File: src/rtl/alu_arbiter.sv
// alu_arbiter: two-requester round-robin front end to one shared 8-bit ALU.
// Provides lockable ownership with idle timeout and registered, back-pressurable responses.
`default_nettype none

module alu_arbiter #(
    parameter int LOCK_TIMEOUT = 15
) (
    input  logic       clk,
    input  logic       rst_n,
    input  logic       a_req_valid_i,
    output logic       a_req_ready_o,
    input  logic [3:0] a_req_op_i,
    input  logic [7:0] a_req_x_i,
    input  logic [7:0] a_req_y_i,
    input  logic       a_req_lock_i,
    output logic       a_rsp_valid_o,
    input  logic       a_rsp_ready_i,
    output logic [7:0] a_rsp_data_o,
    output logic       a_rsp_carry_o,
    input  logic       b_req_valid_i,
    output logic       b_req_ready_o,
    input  logic [3:0] b_req_op_i,
    input  logic [7:0] b_req_x_i,
    input  logic [7:0] b_req_y_i,
    input  logic       b_req_lock_i,
    output logic       b_rsp_valid_o,
    input  logic       b_rsp_ready_i,
    output logic [7:0] b_rsp_data_o,
    output logic       b_rsp_carry_o
);

    localparam int CW = (LOCK_TIMEOUT < 2) ? 1 : $clog2(LOCK_TIMEOUT + 1);
    localparam logic [CW-1:0] TMO = CW'(LOCK_TIMEOUT);

    typedef enum logic [1:0] {
        FREE  = 2'd0,
        OWN_A = 2'd1,
        OWN_B = 2'd2
    } lock_t;

    lock_t         lock_q;
    logic [CW-1:0] cnt_q;
    logic          rr_q;          // 1: B was granted most recently
    logic          a_vld_q, b_vld_q;
    logic [8:0]    a_res_q, b_res_q;
    logic          a_vld_d, b_vld_d;
    logic [8:0]    a_res_d, b_res_d;

    logic       free_a, free_b, elig_a, elig_b, grant_a, grant_b;
    logic       own_valid, own_grant, own_lock, timeout_hit;
    logic [3:0] alu_op;
    logic [7:0] alu_x, alu_y;
    logic [8:0] alu_res;

    function automatic logic [8:0] alu_eval(input logic [3:0] op, input logic [7:0] x,
                                            input logic [7:0] y);
        logic [8:0] r;
        r = 9'd0;
        case (op)
            4'h0: r = {1'b0, y};
            4'h1: r = {1'b0, x | y};
            4'h2: r = {1'b0, x & y};
            4'h3: r = {1'b0, x ^ y};
            4'h4: r = {1'b0, x} + {1'b0, y};
            4'h5: r = {(x >= y), 8'(x - y)};
            4'h6: r = {x[0], 1'b0, x[7:1]};
            4'h7: r = {(y >= x), 8'(y - x)};
            4'hF: r = {x[7], x[6:0], 1'b0};
            default: r = 9'd0;
        endcase
        return r;
    endfunction

    assign free_a  = !a_vld_q || a_rsp_ready_i;
    assign free_b  = !b_vld_q || b_rsp_ready_i;
    assign elig_a  = a_req_valid_i && free_a && (lock_q == FREE || lock_q == OWN_A);
    assign elig_b  = b_req_valid_i && free_b && (lock_q == FREE || lock_q == OWN_B);
    // Ready is forced low while reset is asserted so nothing is accepted during it.
    assign grant_a = rst_n && elig_a && (!elig_b || rr_q);
    assign grant_b = rst_n && elig_b && (!elig_a || !rr_q);

    assign a_req_ready_o = grant_a;
    assign b_req_ready_o = grant_b;

    assign alu_op  = grant_a ? a_req_op_i : b_req_op_i;
    assign alu_x   = grant_a ? a_req_x_i  : b_req_x_i;
    assign alu_y   = grant_a ? a_req_y_i  : b_req_y_i;
    assign alu_res = alu_eval(alu_op, alu_x, alu_y);

    always_comb begin
        a_vld_d = a_vld_q;
        a_res_d = a_res_q;
        b_vld_d = b_vld_q;
        b_res_d = b_res_q;
        if (grant_a) begin
            a_vld_d = 1'b1;
            a_res_d = alu_res;
        end else if (a_rsp_ready_i) begin
            a_vld_d = 1'b0;
        end
        if (grant_b) begin
            b_vld_d = 1'b1;
            b_res_d = alu_res;
        end else if (b_rsp_ready_i) begin
            b_vld_d = 1'b0;
        end
    end

    always_ff @(posedge clk or negedge rst_n) begin
        if (!rst_n) begin
            a_vld_q <= 1'b0;
            b_vld_q <= 1'b0;
            a_res_q <= 9'd0;
            b_res_q <= 9'd0;
            rr_q    <= 1'b1;
        end else begin
            a_vld_q <= a_vld_d;
            b_vld_q <= b_vld_d;
            a_res_q <= a_res_d;
            b_res_q <= b_res_d;
            if (grant_a)      rr_q <= 1'b0;
            else if (grant_b) rr_q <= 1'b1;
        end
    end

    assign own_valid   = (lock_q == OWN_A) ? a_req_valid_i : b_req_valid_i;
    assign own_grant   = (lock_q == OWN_A) ? grant_a       : grant_b;
    assign own_lock    = (lock_q == OWN_A) ? a_req_lock_i  : b_req_lock_i;
    assign timeout_hit = (LOCK_TIMEOUT != 0) && (cnt_q == TMO);

    always_ff @(posedge clk or negedge rst_n) begin
        if (!rst_n) begin
            lock_q <= FREE;
            cnt_q  <= '0;
        end else begin
            case (lock_q)
                FREE: begin
                    cnt_q <= '0;
                    if (grant_a && a_req_lock_i)      lock_q <= OWN_A;
                    else if (grant_b && b_req_lock_i) lock_q <= OWN_B;
                end
                OWN_A, OWN_B: begin
                    // An owner accept decides the lock outright; timeout only applies otherwise.
                    if (own_grant) begin
                        cnt_q <= '0;
                        if (!own_lock) lock_q <= FREE;
                    end else if (timeout_hit) begin
                        cnt_q  <= '0;
                        lock_q <= FREE;
                    end else if (own_valid) begin
                        cnt_q <= '0;
                    end else if (LOCK_TIMEOUT != 0 && cnt_q != TMO) begin
                        cnt_q <= cnt_q + 1'b1;
                    end
                end
                default: begin
                    lock_q <= FREE;
                    cnt_q  <= '0;
                end
            endcase
        end
    end

    assign a_rsp_valid_o = a_vld_q;
    assign a_rsp_data_o  = a_res_q[7:0];
    assign a_rsp_carry_o = a_res_q[8];
    assign b_rsp_valid_o = b_vld_q;
    assign b_rsp_data_o  = b_res_q[7:0];
    assign b_rsp_carry_o = b_res_q[8];

endmodule

`default_nettype wire

File: config.mk
export PLATFORM = sky130hd
export DESIGN_NAME = alu_arbiter
export DESIGN_NICKNAME = d
export VERILOG_FILES = /design/src/rtl/alu_arbiter.sv
export SDC_FILE = /design/constraint.sdc
export NUM_CORES = 1
export LEC_CHECK = 0
export ABC_AREA = 1
export CAP_MARGIN = 20
export CORE_ASPECT_RATIO = 0.5
export CORE_MARGIN = 5
export CORE_UTILIZATION = 55
export DETAILED_ROUTE_END_ITERATION = 10
export PLACE_DENSITY = 0.81
export REMOVE_ABC_BUFFERS = 1
export SLEW_MARGIN = 20
export SYNTH_ARGS = -nofsm -noshare
export SYNTH_HDL_FRONTEND = slang
export SYNTH_SLANG_ARGS = --single-unit
File: constraint.sdc
create_clock -name clk -period 5.3 [get_ports clk]
set_input_delay 1.06 -clock clk [delete_from_list [all_inputs] [get_ports clk]]
set_output_delay 1.06 -clock clk [all_outputs]
set_load 0.1 [all_outputs]
==> impl_metrics.csv, run 1 <==
group,metric,value,unit
clock_tree,post-cts-setup-buffers,0,
sta,fmax,225,MHz
floorplan,initial_utilization,57.1,%
synth,avgSynthCellArea,6.51,um2
cells_and_area,final_common_cell,"nand2_1",
setup_path,cp-end-kind,"flip-flop",
synth,synth_cell_type_count,37,
grt,busiest_layer,"met2",
clock_tree,numCtsBuffers,3,
clock_tree,cts_hold_buf,0,
grt,grt_start_max_net_pins,31,
route,drt-vias-per-instance,5.27,
setup_path,worstPathMaxFanout,20,
synth,postSynthCellCount,537,
power,combPwrFrac,76.5,%
cells_and_area,multiInputGateArea,2430,um2
grt,antenna_found_initial,0,
route,vias,3579,
cells_and_area,nets,680,
setup_path,critPathMaxStageDelay,0.52,ns
power,power,2.16,mW
power,switching_power,1.31,mW
setup_path,r2r_slack,1.43,ns
power,p_per_area,506,nW/um2
route,drt_iter0_markers,334,
synth,ys_seq_area_share,19.3,%
cells_and_area,syn_to_final_growth,22.3,%
clock_tree,cts_tree,"done",
setup_path,crit-reg2reg-capture,"b_res_q[7]",
place,gp_congestion,1.00,
synth,synth_top_area_share,18.6,%
clock_tree,cts_sinks,27,
grt,met3_usage,6.32,%
setup_path,cp.required,5.50,ns
run,cap_viol_max_count,0,
power,power_frac_seq,15.5,%
grt,met2_usage,38.9,%
sta,finalCritPeriodShare,83.7,%
setup_path,worstRegToRegCells,24,
grt,grt_pass1_wl,15800,um
synth,yosysWarningCount,0,
clock_tree,cts.path.max_buffers,2,
setup_path,crit_start,"a_rsp_ready_i",
sta,hold_viol_final,0,
sta,min_period,4.44,ns
sta,setup_viol,0,
setup_path,arrival,4.64,ns
synth,synth-seq-cells,27,
power,total_leakage_power,2.27,nW
hold_path,hp-class,"reg2reg",
clock_tree,ctsResizeCount,0,
synth,ys_top_cells_by_area,"dfrtp_1 19%, nand2_1 16%, ha_1 13%",
sta,rsz0062_at_grt,"false",
cells_and_area,diodes,0,
clock_tree,clk_pin_slew_worst_paths,0.06,ns
floorplan,die_w,123,um
cells_and_area,ff_latch_area,677,um2
sta,max_slew_margin,34.4,%
setup_path,slowest_stage,"ha_1",
route,routed_wirelength,9480,um
route,drtAntennaViolNets,0,
grt,grt_usage,24.0,%
route,drc_errors,0,
setup_path,cp_cell_sequence,"clkdlybuf4s50_1 > inv_1 > nand2_1 > nand3_4 > nor2_8 > nand2_4 > inv_1 > buf_4 > nand2_1 > nand2_1 > inv_1 > ha_1 > nand2_1 > nor2_1 > nand2_1 > nand3_1 > xor2_1 > nand3_1 > nand2_1 > nor2_1 > nand2_1 > nand2_1 > nand2_1",
power,pwr-share-clk,8.0,%
place,post-dp-hpwl,7130,um
sta,tightest_slew,0.980,ns
route,first_pass_iters,5,
floorplan,fp.dieH,66.4,um
floorplan,core_area,6130,um2
setup_path,r2r-start,"lock_q[1]",
setup_path,critPathKind,"in2reg",
power,p_int,0.851,mW
route,avgRoutedWirePerCell,14.0,um
cells_and_area,nFillCells,536,
place,io_buffers,69,
floorplan,io-pin-count,70,
setup_path,crit_top_cell,"nand2_1",
setup_path,crit_path_start_kind,"input pin",
sta,finalMaxSlewViolations,0,
synth,synthesis.area,3500,um2
clock_tree,h-tree-depth,1,
clock_tree,clk_latency,0.26,ns
grt,gr-total-overflow,0,
grt,grtUsageMet1,32.3,%
cells_and_area,final_cell_mix,"152 x nand2_1, 67 x clkdlybuf4s50_1, 61 x inv_1",
sta,fin_worst_skew,0.00119,ns
setup_path,crit_end,"b_res_q[7]",
status,outcome,"complete, no violations",
grt,grt_pass1_vias,3403,
power,swShare,60.6,%
clock_tree,clock-root-buffer,"clkbuf_16",
floorplan,rows,20,
synth,yosys.area.top_type,"dfrtp_1",
cells_and_area,layout-drive-gt1-share,8.12,%
sta,tns,0,ns
power,ir_drop,0.180,mV
floorplan,die_area,8150,um2
## power by group through the flow
stage	Clock, mW	Combinational, mW	Sequential, mW
finish	0.172	1.66	0.335
global placement	0	1.62	0.339
CTS	0.172	1.64	0.335
global route	0.182	1.79	0.345
detailed placement	0	1.63	0.337
floorplan	0	0.776	0.783
## per-stage QoR
step	utilization, %	hold WS (ns)	setup slack (ns)	instances	cell area [um2]
2_1_floorplan	-	0.432	0.00916	514	3340
3_3_place_gp	68.4	0.452	0.747	675	4200
3_5_place_dp	68.4	0.454	0.675	675	4200
4_1_cts	69.8	0.463	0.899	679	4280
5_1_grt	69.8	0.500	0.460	679	4280
6_report	69.8	0.460	0.862	679	4280
## Yosys cell counts
library cell and instances:
a21oi_1 17, nor2_2 3, ha_1 37, nor3_1 1, buf_4 6, and2_1 1, nand4_1 2, o21bai_1 3
nand2_4 1, nor2_4 4, o21a_1 2, o21ai_2 1, o211ai_1 3, nand3_1 60, inv_1 61, dfstp_2 1
buf_2 6, nand3_4 1, o21ai_1 18, a31oi_1 1, nand2_2 17, nand2_1 152, buf_6 5, inv_2 2
o21ai_0 7, dfrtp_1 26, nand4_4 1, nor2_1 55, xor2_1 15, clkbuf_1 6, nor2_8 1, nand3b_1 10
xnor2_1 1, fa_1 3, nand3_2 5, mux2i_1 1, or2_2 1
## flip-flops by register name (all words and copies together) (netlist names)
register / count
lock_q: 2
b_res_q: 9
a_rsp_valid_o: 1
b_rsp_valid_o: 1
cnt_q: 4
rr_q: 1
a_res_q: 9
## logic make-up (layout without fill, tap and decap cells)
logic type / after synthesis / after routing / share of synthesized area, %
fa+ha+maj: 40 / 40 / 14.9
flops: 27 / 27 / 19.3
simple gates: 315 / 315 / 42.1
compound gates: 52 / 52 / 8.15
xor+xnor: 16 / 16 / 4.01
mux: 1 / 1 / 0.286
buf+inv: 86 / 140 / 11.2
## layout make-up
type / instances / share of cell area, %
sequential: 27 / 15.8
timing repair buffer: 73 / 17.3
clock buffer: 3 / 1.75
inverter: 63 / 5.53
tap: 88 / 2.57
clock inverter: 1 / 0.175
multi-input combinational: 424 / 56.8
## per-layer routing
metal,vias up,share of wire [%]
met1,1611,46
met3,11,10
met2,164,43
met5,-,0
met4,0,0.89
li1,1793,-
## critical path: cells and delay by family
| family | cells | cell delay [ns] |
|---|---|---|
| xor+xnor | 1 | 0.16 |
| fa+ha+maj | 1 | 0.52 |
| buf+inv | 5 | 1.16 |
| simple gates | 16 | 1.72 |
## worst min path at each step
stage          slack [ns]     start  cells past startpoint       end
6_report             0.46  cnt_q[0]                      1  cnt_q[0]
5_1_grt              0.50  cnt_q[0]                      1  cnt_q[0]
4_1_cts              0.46  cnt_q[0]                      1  cnt_q[0]
3_5_place_dp         0.45  cnt_q[0]                      1  cnt_q[0]
3_3_place_gp         0.45  cnt_q[0]                      1  cnt_q[0]
2_1_floorplan        0.43  cnt_q[0]                      1  cnt_q[0]
Note: power is estimated with default switching activity, not from simulation.
==> run 2, diff against run 1 <==
Settings changed: CORE_UTILIZATION 55 to 48, PLACE_DENSITY 0.81 to 0.75.
Clock period 5.3 ns to 3.9 ns, I/O delays scaled along.
==> run 2 against run 1 <==
  * Worst hold slack improved by 0.0024 ns
  * Combinational power rose by 45%
  * Critical path type unchanged
  * Core utilization fell by 7.0 points
  * Via count rose by 2.2%
  * Clock power rose by 38%
  * Clock skew rose by 0.0064 ns
==> impl_metrics.csv, run 2 (synthesized netlist as in run 1, its figures left out) <==
group,metric,value,unit
cells_and_area,instances_no_fill,715,
route,drc_errors,0,
sta,setup_viol,0,
clock_tree,h-tree-depth,1,
cells_and_area,top_regs,"a_res_q (9), b_res_q (9), cnt_q (4)",
sta,tns,0,ns
sta,tightest_slew,0.993,ns
clock_tree,clk_pin_slew_worst_paths,0.07,ns
hold_path,hp-class,"reg2reg",
place,gp_congestion,0.980,
grt,grt_start_max_net_pins,31,
route,vias,3659,
clock_tree,cts_hold_buf,0,
power,ir_drop,0.342,mV
sta,finalMaxSlewViolations,0,
place,placed_cell_area,4440,um2
floorplan,io-pin-count,70,
floorplan,core_area,7210,um2
sta,fmax,277,MHz
cells_and_area,final_common_cell,"nand2_1",
place,placed_cells,711,
status,outcome,"complete, no violations",
power,total_leakage_power,2.42,nW
sta,rsz0062_at_grt,"false",
grt,gr-total-overflow,0,
clock_tree,post-cts-setup-buffers,0,
clock_tree,numCtsBuffers,3,
route,first_pass_iters,6,
power,p_per_area,684,nW/um2
setup_path,slowest_stage,"clkdlybuf4s50_1",
sta,finalCritPeriodShare,92.6,%
clock_tree,ctsResizeCount,0,
setup_path,crit_top_cell,"nand2_1",
setup_path,crit_path_start_kind,"input pin",
floorplan,fp.dieH,70.4,um
setup_path,cp-end-kind,"flip-flop",
setup_path,critPathMaxStageDelay,0.45,ns
clock_tree,cts_sinks,27,
place,post-dp-hpwl,7850,um
sta,min_period,3.61,ns
route,drtAntennaViolNets,0,
grt,grt_pass1_vias,3434,
cells_and_area,diodes,0,
setup_path,cp.required,4.06,ns
grt,grt_usage,21.6,%
power,power,3.10,mW
clock_tree,cts.path.max_buffers,2,
cells_and_area,syn_to_final_growth,29.4,%
cells_and_area,layout-drive-gt1-share,12.4,%
clock_tree,clk_latency,0.27,ns
sta,hold_viol_final,0,
sta,fin_worst_skew,0.00763,ns
sta,fin_ws,0.288,ns
cells_and_area,nets,708,
route,avgRoutedWirePerCell,13.7,um
floorplan,die_w,131,um
floorplan,die_area,9200,um2
cells_and_area,fin_util,62.8,%
setup_path,critPathKind,"in2reg",
setup_path,critPathBufInv,5,
floorplan,initial_utilization,48.5,%
hold_path,hp-start,"cnt_q[0]",
setup_path,r2r-start,"lock_q[1]",
route,drt_iter0_markers,354,
place,dp_worst_setup_slack,-0.0648,ns
route,routed_wirelength,9820,um
sta,max_slew_margin,33.6,%
cells_and_area,finalInstanceArea,4530,um2
setup_path,crit_start,"a_rsp_ready_i",
grt,antenna_found_initial,0,
place,io_buffers,69,
run,cap_viol_max_count,0,
setup_path,arrival,3.78,ns
floorplan,rows,22,
route,drt-vias-per-instance,5.12,
setup_path,worstPathMaxFanout,4,
clock_tree,clock-root-buffer,"clkbuf_16",
sta,hold_slack,0.463,ns
setup_path,cp_cell_sequence,"clkdlybuf4s50_1 > inv_1 > nand2_1 > nand3_4 > nor2_8 > nand2_4 > inv_1 > or2_2 > o21a_1 > inv_1 > ha_1 > fa_1 > o21ai_1 > buf_4 > a21oi_1 > xor2_1 > o21ai_1 > nor2_1 > nand2_1 > nand2_1 > nand2_1",
clock_tree,cts_tree,"done",
grt,grt_pass1_wl,16600,um
cells_and_area,final_cell_mix,"152 x nand2_1, 67 x clkdlybuf4s50_1, 61 x inv_1",
setup_path,cp_top_family,"simple AND/OR/NAND/NOR gates",
-- run 2: cell count changes in the layout (fill, tap and decap cells not counted) --
cell     before  now
ha_2          0    1
buf_12        2    4
ha_1         37   36
o21ai_1      18   20
buf_4         4   30
o21ai_0       7    5
-- run 2: worst paths after layout --
kind,to,slack [ns],cells after the start
hold reg to reg,cnt_q[0],0.46,1
min in group asynchronous,lock_q[0],0.93,2
setup / recovery,a_res_q[6],0.29,21
hold / removal,cnt_q[0],0.46,1
max in group asynchronous,rr_q,2.67,2
setup reg to reg,a_res_q[6],0.55,22
-- run 2: final cells by class --
cell class	instances	area [um2]
clock buffers	3	75.1
fillers	667	2690
repair buffers	101	976
clock inverters	1	7.51
well taps	96	120
multi-input cells	424	2430
inverters	63	236
flip-flops and latches	27	677
-- run 2: routing by layer --
| layer | global-route usage, % | wire length [um] | up-vias |
|---|---|---|---|
| met4 | 2.51 | 46 | 0 |
| met2 | 36.0 | 4400 | 131 |
| met5 | 0 | 0 | - |
| li1 | - | - | 1855 |
| met3 | 1.38 | 741 | 7 |
| met1 | 31.6 | 4630 | 1666 |
-- run 2: where the power goes --
part	leakage, nW	internal [mW]	total [mW]	switching, mW
registers	0.353	0.390	0.457	0.0672
logic	2.03	0.746	2.40	1.66
clock network	0.0371	0.140	0.238	0.0980
-- run 2: worst reg2reg max path, delay by kind of cell, from the launching register on --
kind	cells	cell delay (ns)
fa+ha+maj	3	0.84
compound gates	4	0.52
simple gates	9	0.80
buf+inv	5	0.54
flops	1	0.40
xor+xnor	1	0.15
==> run 3, diff against run 2 <==
Settings changed: CORE_MARGIN 5 to unset, CORE_UTILIZATION 48 to 53, PLACE_DENSITY 0.75 to 0.79.
Clock period 3.9 ns to 4.15 ns, I/O delays scaled along.
==> run 3 against run 2 <==
  * Sequential cell count unchanged
  * Clock-buffer cell count unchanged
  * First-iteration DRC count decreased by 11%
  * Die area decreased by 24%
  * Clock skew decreased by 0.0029 ns
  * Non-clock buffer count decreased by 8
  * Largest cell class unchanged
  * Highest routed layer unchanged
==> impl_metrics.csv, run 3 (synthesized netlist as in run 1, its figures left out) <==
group,metric,value,unit
floorplan,rows,20,
floorplan,die_area,6950,um2
grt,grt_pass1_wl,15300,um
cells_and_area,finalInstanceArea,4430,um2
sta,finalMaxSlewViolations,0,
floorplan,core_area,6210,um2
power,power_frac_seq,15.1,%
clock_tree,numCtsBuffers,3,
setup_path,worstPathMaxFanout,7,
grt,antenna_found_initial,0,
setup_path,worstRegToRegCells,22,
place,post-dp-hpwl,7350,um
power,p_per_area,645,nW/um2
clock_tree,clk_latency,0.26,ns
floorplan,io-pin-count,70,
cells_and_area,final_common_cell,"nand2_1",
sta,fin_worst_skew,0.00474,ns
grt,grt_usage,28.4,%
status,outcome,"complete, no violations",
floorplan,die_w,117,um
setup_path,cp-end-kind,"flip-flop",
grt,gr-total-overflow,0,
route,first_pass_iters,5,
clock_tree,cts.path.max_buffers,2,
sta,hold_slack,0.481,ns
power,total_leakage_power,2.37,nW
route,drc_errors,0,
cells_and_area,top_regs,"a_res_q (9), b_res_q (9), cnt_q (4)",
hold_path,worstHoldPathCells,1,
cells_and_area,diodes,0,
floorplan,fp.dieH,59.5,um
sta,rsz0062_at_grt,"false",
place,placed_cell_area,4350,um2
route,routed_wirelength,9340,um
sta,tightest_slew,0.989,ns
route,drt_iter0_markers,314,
route,drtAntennaViolNets,0,
sta,fmax,260,MHz
cells_and_area,nets,700,
place,io_buffers,69,
clock_tree,cts_tree,"done",
hold_path,hp-class,"reg2reg",
floorplan,initial_utilization,56.4,%
sta,fin_ws,0.302,ns
power,swShare,59.6,%
place,dp_worst_setup_slack,-0.0216,ns
run,cap_viol_max_count,0,
sta,finalCritPeriodShare,92.7,%
clock_tree,cts_sinks,27,
clock_tree,clock-root-buffer,"clkbuf_16",
cells_and_area,layout-drive-gt1-share,11.1,%
power,p_int,1.15,mW
route,vias,3651,
power,pwr-share-clk,7.7,%
power,switching_power,1.70,mW
sta,hold_viol_final,0,
power,power,2.85,mW
clock_tree,cts_hold_buf,0,
setup_path,critPathKind,"in2reg",
sta,max_slew_margin,33.9,%
route,drt-vias-per-instance,5.22,
route,avgRoutedWirePerCell,13.4,um
setup_path,crit_path_start_kind,"input pin",
place,gp_congestion,0.949,
power,ir_drop,0.246,mV
grt,grt_pass1_vias,3265,
sta,setup_viol,0,
grt,grt_start_max_net_pins,31,
sta,tns,0,ns
clock_tree,clk_pin_slew_worst_paths,0.07,ns
setup_path,cp.required,4.31,ns
power,combPwrFrac,77.3,%
cells_and_area,final_cell_mix,"152 x nand2_1, 67 x clkdlybuf4s50_1, 61 x inv_1",
clock_tree,h-tree-depth,1,
clock_tree,ctsResizeCount,0,
sta,min_period,3.85,ns
cells_and_area,syn_to_final_growth,26.6,%
clock_tree,post-cts-setup-buffers,0,
setup_path,arrival,4.00,ns
-- run 3: cell types whose count changed in the layout (fill, tap and decap cells not counted), sizes merged --
cell  change
buf       -8
-- run 3: worst paths after layout --
kind                                from  slack (ns)             to
hold / removal                  cnt_q[0]        0.48       cnt_q[0]
hold reg to reg                 cnt_q[0]        0.48       cnt_q[0]
setup reg to reg               lock_q[1]        0.64     b_res_q[6]
min in group asynchronous          rst_n        0.97  b_rsp_valid_o
max in group asynchronous          rst_n        2.89           rr_q
setup / recovery           a_rsp_ready_i        0.30     b_res_q[6]
-- run 3: through the flow --
stage,instances,util [%]
after floorplan,514,-
after global placement,695,70.0
after detailed placement,695,70.0
after CTS,699,71.4
after global routing,699,71.4
final,699,71.4
-- run 3: final cells by class --
class                      instances  area, um2
multi-input combinational        424       2430
fill                             561       1780
timing repair buffer              93        891
sequential                        27        677
inverter                          63        236
tap                               88        110
clock buffer                       3       75.1
clock inverter                     1       7.51
-- run 3: metal layers --
layer  GRT usage (%)  vias to the layer above  wire length (um)
met5               0                        -                 0
met2            44.8                      150              3910
met1            42.4                     1651              4630
met4            6.87                        0                80
met3            1.84                        9               720
li1                -                     1841                 -
-- run 3: power by group through the flow --
stage          registers (mW)  clock network [mW]  logic (mW)
6_report                0.430               0.219        2.21
5_1_grt                 0.439               0.233        2.38
3_5_place_dp            0.430                   0        2.17
2_1_floorplan            1.00                   0       0.992
3_3_place_gp            0.430                   0        2.16
4_1_cts                 0.428               0.220        2.19
-- run 3: critical path, stage by stage --
cell and delay (ns):
clkdlybuf4s50_1 0.45, inv_1 0.04, nand2_1 0.11, nand3_4 0.11, nor2_8 0.11, nand2_4 0.06, inv_1 0.24, or2_2 0.17
o21a_1 0.17, inv_1 0.08, ha_1 0.24, fa_1 0.40, o21ai_0 0.22, buf_4 0.16, a21oi_1 0.08, xor2_1 0.14
o21ai_1 0.08, nor2_1 0.11, nand2_1 0.08, nand2_1 0.06, nand2_1 0.04
